### src/rtl/bcd_score_counter.sv
// Two-digit BCD up/down score counter with registered outputs for 7-seg decoders.
// Optional wrap flash (blank/show pairs after every o_Wrap) enabled by `define SCORE_FLASH_EN.
module bcd_score_counter #(
  parameter int unsigned MAX_VALUE    = 99,
  parameter int unsigned WRAP         = 1,
  parameter int unsigned LZ_BLANK     = 1,
  parameter int unsigned FLASH_CYCLES = 25000000,
  parameter int unsigned FLASH_COUNT  = 3
) (
  input  logic       i_Clk,
  input  logic       i_Rst_n,
  input  logic       i_Clear,
  input  logic       i_Inc,
  input  logic       i_Dec,
  output logic [3:0] o_Ones,
  output logic [3:0] o_Tens,
  output logic       o_Zero,
  output logic       o_Wrap
);

  localparam logic [3:0] MAX_T = 4'(MAX_VALUE / 10);
  localparam logic [3:0] MAX_O = 4'(MAX_VALUE % 10);
  localparam logic [3:0] BLANK = 4'hF;

  logic [3:0] r_ones, r_tens;
  logic [3:0] w_ones_nx, w_tens_nx;
  logic       w_wrap_nx, w_at_max, w_at_zero, w_blank_nx;

  assign w_at_max  = (r_tens == MAX_T) && (r_ones == MAX_O);
  assign w_at_zero = (r_tens == 4'd0) && (r_ones == 4'd0);

  always_comb begin
    w_ones_nx = r_ones;
    w_tens_nx = r_tens;
    w_wrap_nx = 1'b0;
    if (i_Clear) begin
      w_ones_nx = '0;
      w_tens_nx = '0;
    end else if (i_Inc && !i_Dec) begin
      if (w_at_max) begin
        w_wrap_nx = 1'b1;
        if (WRAP != 0) begin
          w_ones_nx = '0;
          w_tens_nx = '0;
        end
      end else if (r_ones == 4'd9) begin
        w_ones_nx = '0;
        w_tens_nx = r_tens + 4'd1;
      end else begin
        w_ones_nx = r_ones + 4'd1;
      end
    end else if (i_Dec && !i_Inc) begin
      if (w_at_zero) begin
        w_wrap_nx = 1'b1;
        if (WRAP != 0) begin
          w_ones_nx = MAX_O;
          w_tens_nx = MAX_T;
        end
      end else if (r_ones == 4'd0) begin
        w_ones_nx = 4'd9;
        w_tens_nx = r_tens - 4'd1;
      end else begin
        w_ones_nx = r_ones - 4'd1;
      end
    end
  end

`ifdef SCORE_FLASH_EN
  typedef enum logic [1:0] {S_RUN, S_FLASH_OFF, S_FLASH_ON} state_t;

  localparam int unsigned TW = (FLASH_CYCLES > 1) ? $clog2(FLASH_CYCLES) : 1;
  localparam int unsigned PW = (FLASH_COUNT > 1) ? $clog2(FLASH_COUNT) : 1;

  state_t          r_state, w_state_nx;
  logic [TW-1:0]   r_timer, w_timer_nx;
  logic [PW-1:0]   r_pairs, w_pairs_nx;
  logic            w_timer_done;

  assign w_timer_done = (r_timer == TW'(FLASH_CYCLES - 1));

  always_ff @(posedge i_Clk or negedge i_Rst_n) begin
    if (!i_Rst_n) begin
      r_state <= S_RUN;
      r_timer <= '0;
      r_pairs <= '0;
    end else begin
      r_state <= w_state_nx;
      r_timer <= w_timer_nx;
      r_pairs <= w_pairs_nx;
    end
  end

  // Wrap restarts the flash from any state; clear aborts it.
  always_comb begin
    w_state_nx = r_state;
    w_timer_nx = r_timer;
    w_pairs_nx = r_pairs;
    if (i_Clear) begin
      w_state_nx = S_RUN;
      w_timer_nx = '0;
      w_pairs_nx = '0;
    end else if (w_wrap_nx) begin
      w_state_nx = S_FLASH_OFF;
      w_timer_nx = '0;
      w_pairs_nx = '0;
    end else begin
      case (r_state)
        S_FLASH_OFF: begin
          if (w_timer_done) begin
            w_state_nx = S_FLASH_ON;
            w_timer_nx = '0;
          end else begin
            w_timer_nx = r_timer + 1'b1;
          end
        end
        S_FLASH_ON: begin
          if (w_timer_done) begin
            w_timer_nx = '0;
            if (r_pairs == PW'(FLASH_COUNT - 1)) begin
              w_state_nx = S_RUN;
              w_pairs_nx = '0;
            end else begin
              w_state_nx = S_FLASH_OFF;
              w_pairs_nx = r_pairs + 1'b1;
            end
          end else begin
            w_timer_nx = r_timer + 1'b1;
          end
        end
        default: w_state_nx = S_RUN;
      endcase
    end
  end

  assign w_blank_nx = (w_state_nx == S_FLASH_OFF);
`else
  localparam int unsigned FLASH_CFG_UNUSED = FLASH_CYCLES + FLASH_COUNT;
  assign w_blank_nx = 1'b0;
`endif

  // Outputs are computed from next-state values so they update on the same edge.
  always_ff @(posedge i_Clk or negedge i_Rst_n) begin
    if (!i_Rst_n) begin
      r_ones <= '0;
      r_tens <= '0;
      o_Ones <= '0;
      o_Tens <= (LZ_BLANK != 0) ? BLANK : 4'd0;
      o_Zero <= 1'b1;
      o_Wrap <= 1'b0;
    end else begin
      r_ones <= w_ones_nx;
      r_tens <= w_tens_nx;
      o_Ones <= w_blank_nx ? BLANK : w_ones_nx;
      o_Tens <= (w_blank_nx || ((LZ_BLANK != 0) && (w_tens_nx == 4'd0))) ? BLANK : w_tens_nx;
      o_Zero <= (w_ones_nx == 4'd0) && (w_tens_nx == 4'd0);
      o_Wrap <= w_wrap_nx;
    end
  end

endmodule

### config.mk
export PLATFORM = sky130hd
export DESIGN_NAME = bcd_score_counter
export DESIGN_NICKNAME = d
export VERILOG_FILES = /design/src/rtl/bcd_score_counter.sv
export SDC_FILE = /design/constraint.sdc
export NUM_CORES = 1
export LEC_CHECK = 0
export BUFFER_PORTS_ARGS = -buffer_cell sky130_fd_sc_hd__buf_4
export CORE_AREA = 5 5 50 52
export CTS_CLUSTER_SIZE = 14
export DETAILED_ROUTE_END_ITERATION = 16
export DIE_AREA = 0 0 55 57
export PLACE_DENSITY = 0.83
export SYNTH_ARGS = -nofsm -noshare
export SYNTH_HDL_FRONTEND = slang
export SYNTH_SLANG_ARGS = --single-unit
export TNS_END_PERCENT = 30
### constraint.sdc
create_clock -name i_Clk -period 2.82 [get_ports i_Clk]
set_input_delay 0.141 -clock i_Clk [delete_from_list [all_inputs] [get_ports i_Clk]]
set_output_delay 0.141 -clock i_Clk [all_outputs]
set_load 0.02 [all_outputs]
==> results.json <==
{
  "outcome": "complete, no violations",
  "unrepaired_setup_endpoints_after_global_routing": "no",
  "synth.area.top_cells": "dfrtp_1, dfstp_2, ha_1, inv_1, buf_6",
  "final_period_minus_worst_setup_slack_ps": 2180,
  "max_freq_mhz": 459,
  "io_pins": 15,
  "antenna_found_initial": 0,
  "vdd_ir_drop_max_mv": 0.422,
  "via_count_of_the_first_global_routing_pass": 869,
  "detail_route.drc_violations": 0,
  "ys_types": 51,
  "worstPathRequired_ps": 3000,
  "core_area_sq_um": 2060,
  "postSynthNetCount": 122,
  "final_antenna_diode_count": 0,
  "worst_setup_hold_path_clk_slew_ps": 70,
  "hold_violations": 0,
  "crit_type": "reg -> reg",
  "port-buffer-count": 14,
  "drt-total-wl_um": 2220,
  "synth_top_cell_by_area": "dfrtp_1",
  "insertion_delay_ps": 270,
  "setup_viol": 0,
  "power_per_cell_area_nw_per_um2": 498,
  "cts_setup_buffers": 0,
  "die-height_um": 57,
  "synth_cells": 110,
  "worst_setup_path_end_kind": "flop",
  "totalNegativeSetupSlack_ps": 0,
  "final_max_slew_viol_count": 0,
  "via_per_inst": 5.99,
  "total_leakage_power_uw": 0.000539,
  "ys.flop_type": "dfrtp_1",
  "ys_ff_latch": 14,
  "grt_first_pass_wirelength_um": 3820,
  "floorplan.die.width_um": 55,
  "layout_worst_path_cycle_share_pct": 77.2,
  "synthesis.area_sq_um": 1080,
  "yosysWarningCount": 0,
  "finClkSkew_ps": 3.25,
  "clock_sink_count": 14,
  "dr_total_vias": 898,
  "fin_nets": 135,
  "syn_avg_cell_area_sq_um": 9.84,
  "dr.first_iter.drc_count": 33,
  "cts-root-buf": "clkbuf_4",
  "die-area_sq_um": 3140,
  "ys_async_sr_fraction_pct": 100,
  "wirelength_per_cell_um": 14.8,
  "detailedPlacementHpwl_um": 1760,
  "grt_overflow_total": 0,
  "postRouteAntennaNets": 0,
  "clock_path_buffers": 2,
  "drt_first_pass_iters": 4,
  "core.rowCount": 17,
  "final_core_utilization_pct": 58.5,
  "critPathLaunchType": "flop",
  "synthDominantCellAreaShare_pct": 20.8,
  "syn2layout_area_growth_pct": 11.6,
  "worstPathMaxFanout": 9,
  "htree_levels": 1,
  "netlist_top_cells_count": "dfrtp_1, inv_1, ha_1",
  "tritoncts": "built",
  "max_cap_viol": 0,
  "worst_pin_slew_ps": 425,
  "floorplan.initialDensity_pct": 52.5,
  "worst_slew_margin_rel_pct": 71.5,
  "worst_ep_arrival_time_ps": 2360,
  "maximum_number_of_pins_on_one_net_before_global_route_repair": 15,
  "synth_edf_count": 0,
  "synth.yosys.seq_area_share_pct": 32.9,
  "finalHoldWorstSlack_ps": 95.1,
  "globalRouteTotalUtil_pct": 16.1,
  "timing.hold.worst.class": "in -> reg",
  "cts_resized": 0,
  "final_layout_size_suffix_gt1_share_pct": 31.1,
  "numCtsBuffers": 3,
  "place.gp.congestion": 0.841
}
-- layout make-up --
type / instances / area, sq um
Inverter: 9 / 33.8
Sequential cell: 14 / 357
Fill cell: 185 / 856
Multi-Input combinational cell: 80 / 631
Timing Repair Buffer: 15 / 115
Clock buffer: 4 / 36.3
Tap cell: 28 / 35.0
-- layer usage --
layer | vias up | share of wire [%] | GRT usage, %
li1 | 431 | - | -
met1 | 417 | 41 | 22.4
met2 | 44 | 49 | 23.3
met3 | 6 | 8.3 | 3.39
met4 | 0 | 1.8 | 7.64
met5 | - | 0 | 0
-- what timing repair did --
action | 4_1_cts | 5_1_grt
hold endpoints to repair | 14 | 0
hold buffers | 1 | 0
endpoints found under the setup margin | 0 | 0
-- logic make-up after synthesis --
| kind of cell | after synthesis | synth area share (%) |
|---|---|---|
| AOI/OAI and AO/OA | 31 | 23.8 |
| xor gates and xnor gates | 2 | 1.62 |
| adders and majority gates | 7 | 8.09 |
| buffers and inverters | 16 | 8.79 |
| DFF | 14 | 32.9 |
| muxes | 1 | 1.04 |
| and+or+nand+nor | 39 | 23.7 |
-- state kept, by name (all words and copies together), names as in the netlist --
| register | cells |
|---|---|
| o_Wrap | 1 |
| o_Zero | 1 |
| r_ones | 4 |
| r_tens | 4 |
| o_Tens | 4 |
-- through the flow --
stage	std cells	power, uW	setup WS, ps	instance area [sq um]
after floorplan	110	408	749	1080
after global placement	145	463	741	1160
after detailed placement	145	467	688	1160
after CTS	150	606	668	1210
after global routing	150	641	527	1210
final	150	601	642	1210
-- critical path: stages, from the launching register on --
cell and delay, ps:
dfrtp_1 460, inv_1 90, ha_1 220, and3b_1 290, a221oi_1 390, a211oi_2 130, a31o_2 280, nor4_2 240
-- cell usage in the layout (no fill, tap or decap), drive strengths merged, types with 3 or more instances in the layout --
cell / count
dfstp: 5
nand3: 6
ha: 7
dfrtp: 9
nand2: 4
inv: 9
nand2b: 3
buf: 14
o211ai: 5
o21bai: 3
clkbuf: 4
nor2: 5
nor3: 3
-- path summary, 6_finish.rpt --
path | from | end | slack, ps | cells after the start
worst max-delay path | r_ones[1] | o_Zero | 640 | 7
worst min-delay path | i_Clear | r_ones[0] | 100 | 2
worst max register to register | r_ones[1] | o_Zero | 640 | 7
worst min register to register | r_tens[3] | o_Wrap | 700 | 3
max in group asynchronous | i_Rst_n | o_Zero | 2340 | 2
min in group asynchronous | i_Rst_n | r_tens[2] | 240 | 2
-- power by group --
group / internal, uW / switching (uW)
logic: 90.9 / 115
registers: 234 / 26.0
clock network: 78.4 / 56.4
(Power assumes the default switching activity.)
